--- config.mk ---
export PLATFORM = sky130hd
export DESIGN_NAME = instr_fetch_unit
export DESIGN_NICKNAME = d
export VERILOG_FILES = /design/src/rtl/instr_fetch_unit.sv
export SDC_FILE = /design/constraint.sdc
export NUM_CORES = 1
export LEC_CHECK = 0
export BUFFER_PORTS_ARGS = -buffer_cell sky130_fd_sc_hd__buf_2
export CAP_MARGIN = 5
export CORE_MARGIN = 8
export CORE_UTILIZATION = 53
export DETAILED_ROUTE_END_ITERATION = 6
export GPL_TIMING_DRIVEN = 0
export PLACE_DENSITY = 0.93
export SKIP_LAST_GASP = 1
export SLEW_MARGIN = 20
export SYNTH_ARGS = -nofsm -noshare
export SYNTH_HDL_FRONTEND = slang
export SYNTH_SLANG_ARGS = --single-unit
--- constraint.sdc ---
create_clock -name clk -period 9.2 [get_ports clk]
set_input_delay 1.84 -clock clk [delete_from_list [all_inputs] [get_ports clk]]
set_output_delay 1.84 -clock clk [all_outputs]
set_load 0.01 [all_outputs]
--- src/rtl/instr_fetch_unit.sv ---
// Instruction fetch stage: PC register, req/ack fetch FSM and next-PC selection.
// Optional retire/redirect counters are built only when FETCH_PERF_CNT_EN is defined.
module instr_fetch_unit #(
   parameter int unsigned         ADDR_W   = 32,
   parameter logic [ADDR_W-1:0]   RESET_PC = '0
) (
   input  logic              clk,
   input  logic              rst_n,
   output logic              imem_req,
   output logic [ADDR_W-1:0] imem_addr,
   input  logic              imem_ack,
   input  logic [31:0]       imem_rdata,
   input  logic              stall,
   input  logic              Jmp,
   input  logic              Jumpinp,
   input  logic              PCsrc,
   input  logic [ADDR_W-1:0] jr_target,
   output logic [31:0]       instr,
   output logic [5:0]        opcode,
   output logic [5:0]        func,
   output logic              instr_valid,
   output logic [ADDR_W-1:0] pc,
   output logic [ADDR_W-1:0] pc_plus4,
   output logic [31:0]       fetch_cnt,
   output logic [31:0]       redir_cnt
);

   typedef enum logic {FETCH, EXEC} state_t;

   state_t            state;
   logic [ADDR_W-1:0] next_pc;
   logic [ADDR_W-1:0] branch_off;
   logic              retire;
   logic              unused_jr_low;

   assign imem_addr     = pc;
   assign pc_plus4      = pc + ADDR_W'(4);
   assign opcode        = instr[31:26];
   assign func          = instr[5:0];
   assign retire        = (state == EXEC) && !stall;
   assign branch_off    = {{(ADDR_W-18){instr[15]}}, instr[15:0], 2'b00};
   assign unused_jr_low = &{1'b0, jr_target[1:0]};

   always_comb begin
      next_pc = pc_plus4;
      if (Jmp && Jumpinp)
         next_pc = {jr_target[ADDR_W-1:2], 2'b00};
      else if (Jmp)
         next_pc = {pc_plus4[ADDR_W-1:28], instr[25:0], 2'b00};
      else if (PCsrc)
         next_pc = pc_plus4 + branch_off;
   end

   // imem_req is registered: it rises one edge after reset release or retire,
   // so an ack in that first request cycle is accepted (zero-wait memory).
   always_ff @(posedge clk or negedge rst_n) begin
      if (!rst_n) begin
         state       <= FETCH;
         pc          <= RESET_PC;
         instr       <= '0;
         instr_valid <= 1'b0;
         imem_req    <= 1'b0;
      end else begin
         case (state)
            FETCH: begin
               if (imem_req && imem_ack) begin
                  instr       <= imem_rdata;
                  imem_req    <= 1'b0;
                  instr_valid <= 1'b1;
                  state       <= EXEC;
               end else begin
                  imem_req <= 1'b1;
               end
            end
            EXEC: begin
               if (!stall) begin
                  pc          <= next_pc;
                  instr_valid <= 1'b0;
                  imem_req    <= 1'b1;
                  state       <= FETCH;
               end
            end
            default: state <= FETCH;
         endcase
      end
   end

`ifdef FETCH_PERF_CNT_EN
   always_ff @(posedge clk or negedge rst_n) begin
      if (!rst_n) begin
         fetch_cnt <= '0;
         redir_cnt <= '0;
      end else if (retire) begin
         fetch_cnt <= fetch_cnt + 32'd1;
         if (Jmp || PCsrc)
            redir_cnt <= redir_cnt + 32'd1;
      end
   end
`else
   logic unused_retire;
   assign unused_retire = retire;
   assign fetch_cnt     = '0;
   assign redir_cnt     = '0;
`endif

endmodule

Yosys cells after proc, flatten, opt, wreduce, memory -nomap -nowiden
Index checks and enable logic that the tools add are counted.
{"block": "totals", "output_inout_bits": 206, "input_bits": 71, "regBits": 67, "elab_cells": 28}
{"block": "op_classes", "eq_ne": 2, "addsub": 2, "n_reduce_logical": 5, "muxes": 12, "bitwise": 2}
{"operator": "two-way mux 32 bit", "count": 3}
{"operator": "adder 32 x 3 -> 32 bit (second input constant)", "count": 1}
{"operator": "adder 32 bit", "count": 1}
{"operator": "two-way mux 1 bit", "count": 6}
{"operator": "one-hot mux 1 bit (2 select lines)", "count": 3}
{"operator": "AND reduction 2 bit", "count": 3}
{"operator": "inequality test 2 bit (second input constant)", "count": 2}
{"operator": "logical AND 1 bit", "count": 2}
{"operator": "NOT 1 bit", "count": 2}

Longest topological paths before layout
{"block": "depth", "word_depth": 5, "mapped_depth": 16, "mapped_depth_nobuf": 16}

Worst setup path after synthesis
OpenSTA, ideal clock, no wires.
{"block": "synth_path", "kind": "register to output", "startpoint": "register pc[2] (netlist: imem_addr[2])", "endpoint": "output port pc_plus4[28]", "setup_slack_ns": 5.184, "arrival_time_ns": 2.176, "required_time_ns": 7.360, "path_stages_with_launch": 8, "path_buffers": 0, "path_cell_list": "dfrtp_1 > ha_1 > nand4_1 > nor3_1 > nand2_1 > nor3_1 > nand3_1 > xnor2_1"}
{"block": "synth_via", "elab_chain_cells": 1}
{"item": "start: declaration", "line_no": "22", "source": "output logic [ADDR_W-1:0] pc,"}
{"item": "start signal: assignment", "line_no": "77", "source": "pc <= next_pc;"}
{"item": "adder 32 x 3 -> 32 bit", "line_no": "37", "source": "assign pc_plus4 = pc + ADDR_W'(4);"}
{"item": "end: declaration", "line_no": "23", "source": "output logic [ADDR_W-1:0] pc_plus4,"}
Every way passes these cells.

Worst setup path in the final report
Same ends and word-level chain as after synthesis.

==> impl_metrics.py <==
metrics = {
    "clocking": {
        "cts_tree": "done",
        "cts.hold.buffers_added": 0,
        "cts_setup_buffers": 0,
        "numClockSinks": 65,
        "insertion_delay_ps": 330,
        "cts_resized": 0,
        "cts_root_buffer": "clkbuf_16",
        "clkTransAtPathRegs_ps": 60,
        "cts_buffers": 9,
        "clockBufferDepth": 2,
        "htreeDepth": 3,
    },
    "worst_setup_path": {
        "crit_buf_inv": 1,
        "cp_max_fo": 9,
        "r2r_setup_slack_ps": 4230,
        "worstReg2RegStart": "imem_addr[2]",
        "critPathCaptureType": "primary output",
        "critPathKind": "reg2out",
        "worstRegToRegCells": 14,
        "critPathLaunchType": "register",
        "required_ps": 7360,
        "cpPeakStageDelay_ps": 850,
        "path_common_cell": "nor3_1",
        "arrival_ps": 3580,
        "timing.rr.end": "imem_addr[29]",
        "crit_chain": "ha_1 -> nand4_1 -> nor3_1 -> nand2_1 -> nor3_1 -> nand3_1 -> xnor2_1 -> buf_2",
        "worst_path_max_delay_cell": "nor3_1",
        "path_delay_family": "simple AND/OR/NAND/NOR gates",
        "critPathLaunch": "imem_addr[2]",
    },
    "global_routing": {
        "grt_pass1_wl_mm": 33.2,
        "grt_max_degree": 56,
        "grt_overflow_total": 0,
        "antenna_found_initial": 0,
        "grt_pass1_vias": 6332,
        "track_usage_pct": 26.3,
    },
    "yosys": {
        "synthSimpleGateAreaFrac_pct": 15.3,
        "synth_cell_type_count": 64,
        "yosysTopAreaCellShare_pct": 25.8,
        "yosysTopAreaCell": "dfrtp_1",
        "synth_area_leaders": "dfrtp_1 26%, buf_4 13%, mux2_2 7.9%",
        "ys_seq_elements": 65,
        "synth_mux_area_share_pct": 11.5,
        "synth_fa_ha_area_share_pct": 7.47,
        "syn_area_per_cell_sq_um": 8.58,
        "yosys_most_used_dff": "dfrtp_1",
        "synth_commonest_cells": "112 x buf_4, 65 x dfrtp_1, 65 x nand2_1, 51 x a21oi_1",
        "synth_warnings": 0,
        "synth_compound_area_share_pct": 17.6,
        "syn_area_sq_um": 6300,
        "synth_top_family_by_area": "compound AO/OA/AOI/OAI gates",
        "synth_edf_count": 0,
        "synth_cells": 734,
        "ys_async_sr_fraction_pct": 100,
        "synth_xor_area_share_pct": 6.56,
        "seq_area_frac_synth_pct": 25.8,
        "yosysMostFrequentCell": "buf_4",
    },
    "cells_and_area": {
        "fillerInstances": 958,
        "drive_gt1_share_pct": 37.8,
        "diodes": 0,
        "multi_input_area_sq_um": 3940,
        "areaGrowthSynthToFinish_pct": 29.0,
        "regArea_sq_um": 1630,
        "final_area_sq_um": 8120,
        "final_nets": 1127,
    },
    "timing": {
        "finalHoldViolations": 0,
        "finalSetupViolCount": 0,
        "fmax_mhz": 184,
        "slew_headroom_pct": 29.4,
        "drv_slew": 0,
        "fin_skew_ps": 7.67,
        "tightest_slew_ps": 1060,
        "layout_setup_ws_ps": 3780,
        "setup_tns_ps": 0,
        "min_period_ps": 5420,
        "min_period_over_period_pct": 58.9,
        "rsz0062_at_grt": "no",
    },
    "drt": {
        "drc": 0,
        "detail_route.wirelength_mm": 21.8,
        "viasPerCell": 5.60,
        "drtPass1Iterations": 7,
        "drt_iter0_markers": 740,
        "vias": 6563,
        "avgRoutedWirePerCell_microns": 18.6,
        "ant_nets": 0,
    },
    "power": {
        "peakVddDrop_mv": 0.229,
        "intPower_uw": 1700,
        "seqPwrFrac_pct": 19.9,
        "power_density_nw_per_um2": 412,
        "swShare_pct": 49.1,
        "p_leak_uw": 0.00417,
        "p_clk_share_pct": 11.4,
        "p_switching_uw": 1640,
        "pwr-share-comb_pct": 68.7,
    },
    "place": {
        "place_congestion": 0.960,
        "dpl_cell_area_sq_um": 7790,
        "post-place-ws_ps": 4340,
        "portBuffers": 204,
        "dpl.hpwl_mm": 17.0,
    },
    "floorplanning": {
        "start_util_pct": 53.3,
        "coreArea_sq_um": 11800,
        "io_pins": 277,
        "die_w_microns": 125,
        "dieArea_sq_um": 15600,
        "rows": 40,
        "die_h_microns": 125,
    },
    "flow_run": {
        "drv_cap": 0,
    },
    "worst_hold_path": {
        "worstHoldStart": "instr_valid",
        "hold_end": "instr_valid",
        "hold_path.class": "reg2reg",
        "hold_depth": 2,
    },
    "status": {
        "status": "completed",
    },
}
layout by cell type, fill, tap and decap left out, drive strengths merged, types with 5 or more instances in the layout:
cell type / instances
a211oi: 10
a21o: 10
a21oi: 51
and2: 5
and3: 10
buf: 324
clkbuf: 28
conb: 70
dfrtp: 65
ha: 36
inv: 15
mux2: 44
mux2i: 23
nand2: 65
nand3: 17
nand4: 13
nor2: 43
nor2b: 6
nor3: 13
o21a: 12
o21ai: 48
o22ai: 7
xnor2: 31
xor2: 14
cells by family (layout without fill, tap and decap cells):
group / count (synthesis) / in the layout
fa+ha+maj: 37 / 37
compound gates: 177 / 177
mux: 67 / 67
buf+inv: 150 / 371
xor+xnor: 45 / 45
other cells: 1 / 70
simple gates: 192 / 192
flops: 65 / 65
how the worst max path moves through the flow:
stage	depth (start not counted)	endpoint	slack, ps
after floorplan	7	pc_plus4[28]	5180
after global placement	8	pc_plus4[28]	4390
after detailed placement	8	pc_plus4[28]	4340
after CTS	8	pc_plus4[28]	3960
after global routing	8	pc_plus4[28]	3680
final	8	pc_plus4[28]	3780
area by class of cell:
| type | count | share of cell area [%] |
|---|---|---|
| Sequential cell | 65 | 20.0 |
| Timing Repair Buffer | 205 | 12.9 |
| Clock inverter | 4 | 0.924 |
| Multi-Input combinational cell | 588 | 48.5 |
| Inverter | 15 | 0.693 |
| Tap cell | 147 | 2.26 |
| Clock buffer | 12 | 3.16 |
| Buffer | 135 | 11.4 |
worst min-delay path, stage by stage (launching register included):
cell and delay [ps]:
dfrtp_1 360, nand2_1 60, nand2_1 60
flip-flops by register name, summed over array words and instances (netlist names):
| signal | count |
|---|---|
| imem_req | 1 |
| imem_addr | 30 |
| instr | 32 |
| instr_valid | 1 |
| state | 1 |
power by group through the flow:
stage          sequential (uW)  combinational (uW)  clock, uW
2_1_floorplan              667                1500          0
3_3_place_gp               653                2170          0
3_5_place_dp               659                2220          0
4_1_cts                    658                2250        383
5_1_grt                    687                2490        394
6_report                   667                2300        381
per-stage QoR:
stage | cells | hold WS (ps) | utilization [%] | power, uW
6_report | 1171 | 511 | 68.8 | 3340
5_1_grt | 1171 | 534 | 68.8 | 3570
4_1_cts | 1171 | 498 | 68.8 | 3290
3_5_place_dp | 1155 | 467 | 66.0 | 2880
3_3_place_gp | 1154 | 455 | 65.7 | 2830
2_1_floorplan | 803 | 492 | - | 2170
metal layers:
layer | global-route usage [%] | part of all wire, % | up-vias
met4 | 13.6 | 4.3 | 0
met2 | 43.5 | 47 | 441
met5 | 0 | 0 | -
li1 | - | - | 3033
met3 | 6.76 | 11 | 78
met1 | 31.1 | 38 | 3011
No activity file was read; power rests on OpenSTA's default activity.
